==> src/rtl/eth_downsize_pkg.sv <==
// Shared definitions for the Ethernet AXI-Stream downsizer.
// The holding-register struct is sized for the widest supported input (MAX_IN_W).
// Narrower builds zero-extend into it.
package eth_downsize_pkg;

  localparam int MAX_IN_W     = 512;
  localparam int MAX_KEEP_W   = MAX_IN_W / 8;
  localparam int WORD_GRAIN_W = 64;

  // Number of bytes carried by one output word.
  function automatic int bytes_per_word(input int out_w);
    return out_w / 8;
  endfunction

  // Index of the highest output word that carries at least one enabled byte.
  // An all-zero keep maps to word 0, so a tlast beat always emits one word.
  function automatic int last_word_idx(input logic [MAX_KEEP_W-1:0] keep,
                                       input int r,
                                       input int bpw);
    int fin;
    fin = 0;
    for (int i = 0; i < MAX_KEEP_W; i++) begin
      if ((i < r * bpw) && keep[i]) begin
        fin = i / bpw;
      end
    end
    return fin;
  endfunction

  typedef struct packed {
    logic [MAX_IN_W-1:0]   data;
    logic [MAX_KEEP_W-1:0] keep;
    logic                  last;
  } hold_t;

endpackage

==> src/rtl/eth_axis_downsizer.sv <==
// Wide-to-narrow AXI-Stream downsizer for the Ethernet ingress path.
// Each held input beat is emitted as R = IN_W/OUT_W words. Trailing empty
// words of a tlast beat are dropped.
// Optional feature macro: ETH_DOWNSIZE_ERR_CNT_EN. When it is defined,
// err_count counts accepted protocol-violating beats. Otherwise err_count is 0.
// IN_W must not exceed eth_downsize_pkg::MAX_IN_W.
module eth_axis_downsizer
  import eth_downsize_pkg::*;
#(
  parameter int IN_W  = 512,
  parameter int OUT_W = 64
) (
  input  logic                 clk,
  input  logic                 rst_n,
  input  logic [IN_W-1:0]      i_tdata,
  input  logic [IN_W/8-1:0]    i_tkeep,
  input  logic                 i_tlast,
  input  logic                 i_tvalid,
  output logic                 i_tready,
  output logic [OUT_W-1:0]     o_tdata,
  output logic [OUT_W/8-1:0]   o_tkeep,
  output logic                 o_tlast,
  output logic                 o_tvalid,
  input  logic                 o_tready,
  output logic [15:0]          err_count
);

  localparam int R        = IN_W / OUT_W;
  localparam int BPW      = bytes_per_word(OUT_W);
  localparam int IDX_W    = (R > 1) ? $clog2(R) : 1;
  localparam logic [IDX_W-1:0] IDX_LAST = IDX_W'(R - 1);

  hold_t            hold_q, hold_d;
  logic             held_q, held_d;
  logic [IDX_W-1:0] idx_q, idx_d;
  logic [IDX_W-1:0] fin;
  logic             at_fin;
  logic             out_fire;
  logic             in_fire;

  // Final word index of the held beat and the handshake qualifiers.
  always_comb begin
    fin      = hold_q.last ? IDX_W'(last_word_idx(hold_q.keep, R, BPW)) : IDX_LAST;
    at_fin   = (idx_q == fin);
    out_fire = held_q && o_tready;
    in_fire  = i_tvalid && i_tready;
  end

  // Stream outputs. The input side reopens in the same cycle the final word leaves.
  always_comb begin
    i_tready = !held_q || (out_fire && at_fin);
    o_tvalid = held_q;
    o_tlast  = held_q && hold_q.last && at_fin;
    o_tdata  = hold_q.data[idx_q*OUT_W +: OUT_W];
    o_tkeep  = hold_q.keep[idx_q*BPW +: BPW];
  end

  // Next-state for the word index and the holding register.
  always_comb begin
    hold_d = hold_q;
    held_d = held_q;
    idx_d  = idx_q;
    if (out_fire) begin
      if (at_fin) begin
        idx_d  = '0;
        held_d = 1'b0;
      end else begin
        idx_d  = idx_q + 1'b1;
      end
    end
    if (in_fire) begin
      hold_d.data = MAX_IN_W'(i_tdata);
      hold_d.keep = MAX_KEEP_W'(i_tkeep);
      hold_d.last = i_tlast;
      held_d      = 1'b1;
    end
  end

  // Holding register and word index, cleared by synchronous reset.
  always_ff @(posedge clk) begin
    if (!rst_n) begin
      hold_q <= '0;
      held_q <= 1'b0;
      idx_q  <= '0;
    end else begin
      hold_q <= hold_d;
      held_q <= held_d;
      idx_q  <= idx_d;
    end
  end

`ifdef ETH_DOWNSIZE_ERR_CNT_EN
  logic [15:0] err_count_q, err_count_d;
  logic        beat_err;

  // Flag accepted beats with an illegal keep pattern and count them, saturating.
  always_comb begin
    beat_err    = i_tlast ? (i_tkeep == '0) : (i_tkeep != '1);
    err_count_d = err_count_q;
    if (in_fire && beat_err && (err_count_q != 16'hFFFF)) begin
      err_count_d = err_count_q + 16'd1;
    end
  end

  // Error counter register. Only reset clears it.
  always_ff @(posedge clk) begin
    if (!rst_n) begin
      err_count_q <= '0;
    end else begin
      err_count_q <= err_count_d;
    end
  end

  assign err_count = err_count_q;
`else
  assign err_count = 16'h0000;
`endif

endmodule

==> config.mk <==
export PLATFORM = sky130hd
export DESIGN_NAME = eth_axis_downsizer
export DESIGN_NICKNAME = d
export VERILOG_FILES = /design/src/rtl/eth_downsize_pkg.sv /design/src/rtl/eth_axis_downsizer.sv
export SDC_FILE = /design/constraint.sdc
export NUM_CORES = 1
export LEC_CHECK = 0
export ABC_CLOCK_PERIOD_IN_PS = 2400
export BUFFER_PORTS_ARGS = -buffer_cell sky130_fd_sc_hd__buf_2
export CORE_MARGIN = 4
export CORE_UTILIZATION = 31
export DETAILED_ROUTE_END_ITERATION = 10
export MAX_ROUTING_LAYER = met4
export SETUP_SLACK_MARGIN = 0.05
export SLEW_MARGIN = 20
export SYNTH_ARGS = -nofsm -noshare
export SYNTH_HDL_FRONTEND = slang
export SYNTH_SLANG_ARGS = --single-unit
export TNS_END_PERCENT = 100
==> constraint.sdc <==
create_clock -name clk -period 2.4 [get_ports clk]
set_clock_uncertainty 0.05 [all_clocks]
set_input_delay 0.24 -clock clk [delete_from_list [all_inputs] [get_ports clk]]
set_output_delay 0.24 -clock clk [all_outputs]
set_load 0.02 [all_outputs]
# Yosys cells after proc, flatten, opt, wreduce, memory -nomap -nowiden
# Cells that the tools add are included.
# word_totals
register_bits,581
in_bits,581
output_inout_bits,91
wordCells,80
# classes
addsub,1
n_eq_ne,1
n_shift,2
n_mux,61
n_reduce_logical,10
# ops
cell,count
variable part select 512 x 10 -> 64 bit,1
two-way mux 3 bit,34
variable part select 64 x 7 -> 8 bit,1
two-way mux 2 bit,16
two-way mux 1 bit,11
logical AND 1 bit,5
nonzero test 2 bit,2
"adder 3 x 1 -> 3 bit, second input constant",1
equality test 3 bit,1
AND reduction 2 bit,1
zero test 1 bit,1
logical OR 1 bit,1

# Longest topological paths before layout
# logic_depth
word_depth,63
depth_mapped,10
mapped_depth_nobuf,7

# Least setup slack after synthesis
# No wires, ideal clock.
# synth_path
path_kind,register -> output
start,register idx_q[0]
end,output port o_tdata[34]
arrival_ns,2.400
required_time_ns,2.110
setup_slack_ns,-0.290
stages_incl_launch_ff,6
path_buffers,3
cell_sequence,dfxtp_1 clkbuf_1 buf_1 buf_1 mux4_2 mux2_2
# synth_between
elab_chain_len,1
# synth_rtl
item,line_no,rtl
from (decl),eth_axis_downsizer.sv:35,"logic [IDX_W-1:0] idx_q, idx_d;"
from (signal assigned),eth_axis_downsizer.sv:88,idx_q <= idx_d;
variable part select 512 x 10 -> 64 bit,eth_axis_downsizer.sv:54,o_tdata = hold_q.data[idx_q*OUT_W +: OUT_W];
to (decl),eth_axis_downsizer.sv:20,"output logic [OUT_W-1:0] o_tdata,"
# No other way between the ends.

# Worst setup path after layout
# layout_path
start,register hold_q[9] in the netlist's numbering
end,register hold_q[358] in the netlist's numbering
# layout_between
elab_chain_len,61
# layout_rtl
item,line_no,rtl
from (decl),eth_axis_downsizer.sv:33,"hold_t hold_q, hold_d;"
from (signal assigned),eth_axis_downsizer.sv:86,hold_q <= hold_d;
two-way mux 1 bit (8 in a row),eth_downsize_pkg.sv:23,if ((i < r * bpw) && keep[i]) begin
two-way mux 2 bit (16 in a row),eth_downsize_pkg.sv:23,
two-way mux 3 bit (32 in a row),eth_downsize_pkg.sv:23,
two-way mux 3 bit,eth_axis_downsizer.sv:43,"fin = hold_q.last ? IDX_W'(last_word_idx(hold_q.keep, R, BPW)) : IDX_LAST;"
equality test 3 bit,eth_axis_downsizer.sv:44,at_fin = (idx_q == fin);
logical AND 1 bit,eth_axis_downsizer.sv:51,i_tready = !held_q || (out_fire && at_fin);
logical OR 1 bit,eth_axis_downsizer.sv:51,
logical AND 1 bit,eth_axis_downsizer.sv:46,in_fire = i_tvalid && i_tready;
# No other way between the ends.
# A chain may end at the register's enable or synchronous reset.

==> flow_summary.ini <==
[status]
status = finished, violations left
violations = setup timing

[die]
die_x_um = 307.1
coreArea_mm2 = 0.08851
io_pins = 672
start_util = 0.3134
core.rowCount = 109
dieHeight_um = 307.1
dieArea_mm2 = 0.09433

[grt]
antenna_found_initial = 10
grtUsageMet2 = 0.3575
grt_pass1_wl_um = 160000
first_global_vias = 28360
grtUsageMet1 = 0.2619
gr-total-overflow = 0
busiest_layer = met2
grt_use_met3 = 0.03726
track_usage = 0.2215
grt_max_degree = 109

[critical_path]
cp.depth = 13
timing.reg2reg.worst_path_depth = 13
crit_family = simple AND/OR/NAND/NOR gates
reg2reg_from = hold_q[9]$_SDFFE_PN0P_
crit_buf_inv = 6
r2r-end = hold_q[358]$_SDFFE_PN0P_
rrSetupSlack_ps = -860
crit_type = reg2reg
path_cells = or4_4 > o211a_1 > or3_4 > a211oi_4 > o32ai_4 > buf_4 > o22ai_4 > buf_12 > buf_16 > buf_12 > buf_16 > buf_8 > mux2i_2
cp_slowest_cell = or4_4
crit_path_max_incr_delay_ps = 530
worstPathMaxFanout = 10
required_ps = 2840
cp-start-kind = flop
cp.arrival_ps = 3700
cp-end-kind = flop

[yosys]
synth_top_area_cell = dfxtp_1
synth_edf_count = 0
synth.avg_cell_area_um2 = 9.771
syn_inst = 2839
synth_cell_types = 33
synth_ff_type = dfxtp_1
synth_seq_cells = 581
synth_area_mm2 = 0.02774
yosysWarnings = 0
synthArstFlopShare = 0
synth.area.top_cells = dfxtp_1 (42%), mux2i_1 (21%), nand2_1 (16%)
synth_top_area_frac = 0.4193
synth.yosys.seq_area_share = 0.4193

[hold_path]
whs_endpoint = hold_q[251]$_SDFFE_PN0P_
hold_path.class = in2reg
hold_depth = 3
min-delay-start = i_tdata[186]

[timing]
finalCriticalPeriod_ps = 3257
slew_violations = 0
whs_ps = 101.7
setup_viol = 655
grt_setup_unrepaired = true
period_share = 1.357
relSlewSlack = 0.5428
worstMarginPinSlew_ps = 685.8
fin_setup_tns_ps = -440020
max_freq_ghz = 0.3070
worst_slack_ps = -857.4
final-hold-violation-count = 0

[clocking]
clockRootBuffer = clkbuf_16
path_clk_slew_ps = 60
clock_sinks = 581
cts_tree = yes
cts_htree_levels = 3
cts.path.max_buffers = 3
insertion_delay_ps = 600
cts_made_buffers = 68

[placed_design]
hpwl_um = 64300
dpl.cell_count = 4612
port-buffer-count = 655
placed_area_mm2 = 0.03296
gp_congestion = 0.8431

[drt]
drtPass1Iterations = 7
routed_wl_um = 104400
wire_per_inst_um = 19.33
drt_iter0_drc = 1792
routed_via_density = 4.834
drc = 0
antenna_left = 0
num_vias = 26120

[cells_and_area]
fin_area_mm2 = 0.04343
n_fill_cell = 7530
fin_cells = 5404
final_nets = 4765
syn2layout_area_growth_pct = 56.58
layout-drive-gt1-share = 0.3082

[pwr]
ir_worst_vdd_uv = 427.7
p_leak_uw = 0.01885
cellPowerDensity_mw_per_mm2 = 604.9

[run]
maxCapViolCount = 0
worst register-to-register path, cell delays in order (launching register included):
cell      delay, ps
dfxtp_2         320
or4_4           530
o211a_1         270
or3_4           340
a211oi_4        290
o32ai_4         140
buf_4           160
o22ai_4         110
buf_12          150
buf_16          160
buf_12          160
buf_16          120
buf_8           120
mux2i_2         250
kinds of logic (layout without fill, tap and decap cells):
| group | Yosys count | count (layout) | share of synthesized area |
|---|---|---|---|
| and+or+nand+nor | 1197 | 1197 | 0.1646 |
| muxes | 793 | 793 | 0.3544 |
| DFF | 581 | 581 | 0.4193 |
| buffers and inverters | 253 | 1627 | 0.05697 |
| AOI/OAI and AO/OA | 12 | 12 | 0.003879 |
| adders and majority gates | 1 | 1 | 0.0004510 |
| other | 1 | 27 | 0.0001352 |
| xor gates and xnor gates | 1 | 1 | 0.0003158 |
cell type report:
class | instances | area [um^2] | area share
timing repair buffer | 1510 | 13190 | 0.3037
sequential | 581 | 11640 | 0.2681
tap | 1165 | 1458 | 0.03356
multi-input combinational | 2020 | 14890 | 0.3429
inverter | 2 | 7.507 | 0.0001728
clock inverter | 18 | 261.5 | 0.006021
antenna | 11 | 27.53 | 0.0006337
clock buffer | 97 | 1953 | 0.04497
worst max-delay path by stage:
stage / startpoint / to / slack [ps]
floorplan: hold_q[13]$_SDFFE_PN0P_ / hold_q[0]$_SDFFE_PN0P_ / -200
global placement: hold_q[41]$_SDFFE_PN0P_ / hold_q[127]$_SDFFE_PN0P_ / -490
detailed placement: hold_q[41]$_SDFFE_PN0P_ / hold_q[150]$_SDFFE_PN0P_ / -570
CTS: hold_q[9]$_SDFFE_PN0P_ / hold_q[460]$_SDFFE_PN0P_ / -770
global route: hold_q[9]$_SDFFE_PN0P_ / hold_q[329]$_SDFFE_PN0P_ / -920
finish: hold_q[9]$_SDFFE_PN0P_ / hold_q[358]$_SDFFE_PN0P_ / -860
layer usage:
layer | share of wire | wire (um) | vias up
met2 | 0.47 | 49320 | 1058
met3 | 0.055 | 5709 | 417
met4 | 0.065 | 6772 | 0
met5 | 0 | 0 | -
li1 | - | - | 12270
met1 | 0.41 | 42650 | 12380
synth_stat cells, types with 2 or more instances:
| cell type | instances |
|---|---|
| o21ai_0 | 2 |
| buf_4 | 20 |
| nor4_1 | 7 |
| dfxtp_1 | 581 |
| or4_1 | 6 |
| buf_6 | 32 |
| mux2i_1 | 577 |
| mux4_2 | 144 |
| buf_1 | 13 |
| clkbuf_1 | 158 |
| nand2_1 | 1165 |
| nand4_1 | 3 |
| inv_1 | 2 |
| buf_8 | 28 |
| nor2_1 | 7 |
| mux2_2 | 72 |
| a21boi_0 | 4 |
| nand3_1 | 3 |
state kept, by name, summed over array words and instances, names as in the netlist:
register / count
o_tvalid: 1
hold_q: 577
idx_q: 3
stage by stage:
stage / power (uW) / util / worst slack (ps)
finish: 26270 / 0.4907 / -857.4
global route: 27320 / 0.4907 / -918.7
CTS: 26390 / 0.4900 / -769.7
detailed placement: 14450 / 0.3723 / -573.2
global placement: 14400 / 0.3723 / -492.4
floorplan: 13050 / - / -202.1
repair_timing:
action                                  CTS  global route
pin swaps                                 1             4
endpoints found under the setup margin  655           655
resized for setup                       167            94
hold endpoints to repair                574             0
buffers inserted                         53            20
hold buffers                            572             0
gates cloned                             46             5
power by group:
group	switching, uW	internal, uW	total [uW]
Combinational	2280	2900	5190
Clock	4260	6210	10500
Sequential	342	10300	10600
cell usage in the layout (no fill, tap or decap), types with 2 or more instances in the layout:
cell type and n:
mux2i_2 27, clkinv_2 6, dfxtp_4 3, buf_12 83
mux2_2 72, buf_6 17, clkbuf_1 17, inv_6 2
conb_1 16, nand4_1 3, clkinvlp_4 2, buf_2 652
mux4_2 144, dlygate4sd3_1 572, buf_16 33, inv_1 2
nor2_1 6, mux2i_1 540, buf_8 24, or4_1 5
clkbuf_8 10, clkinv_8 3, bufinv_16 5, nand3_1 3
buf_4 123, nor4_1 5, dfxtp_1 577, diode_2 11
clkbuf_16 75, a21boi_0 4, nand2_1 1165, mux2i_4 10
Note: power is estimated with default switching activity, not from simulation.
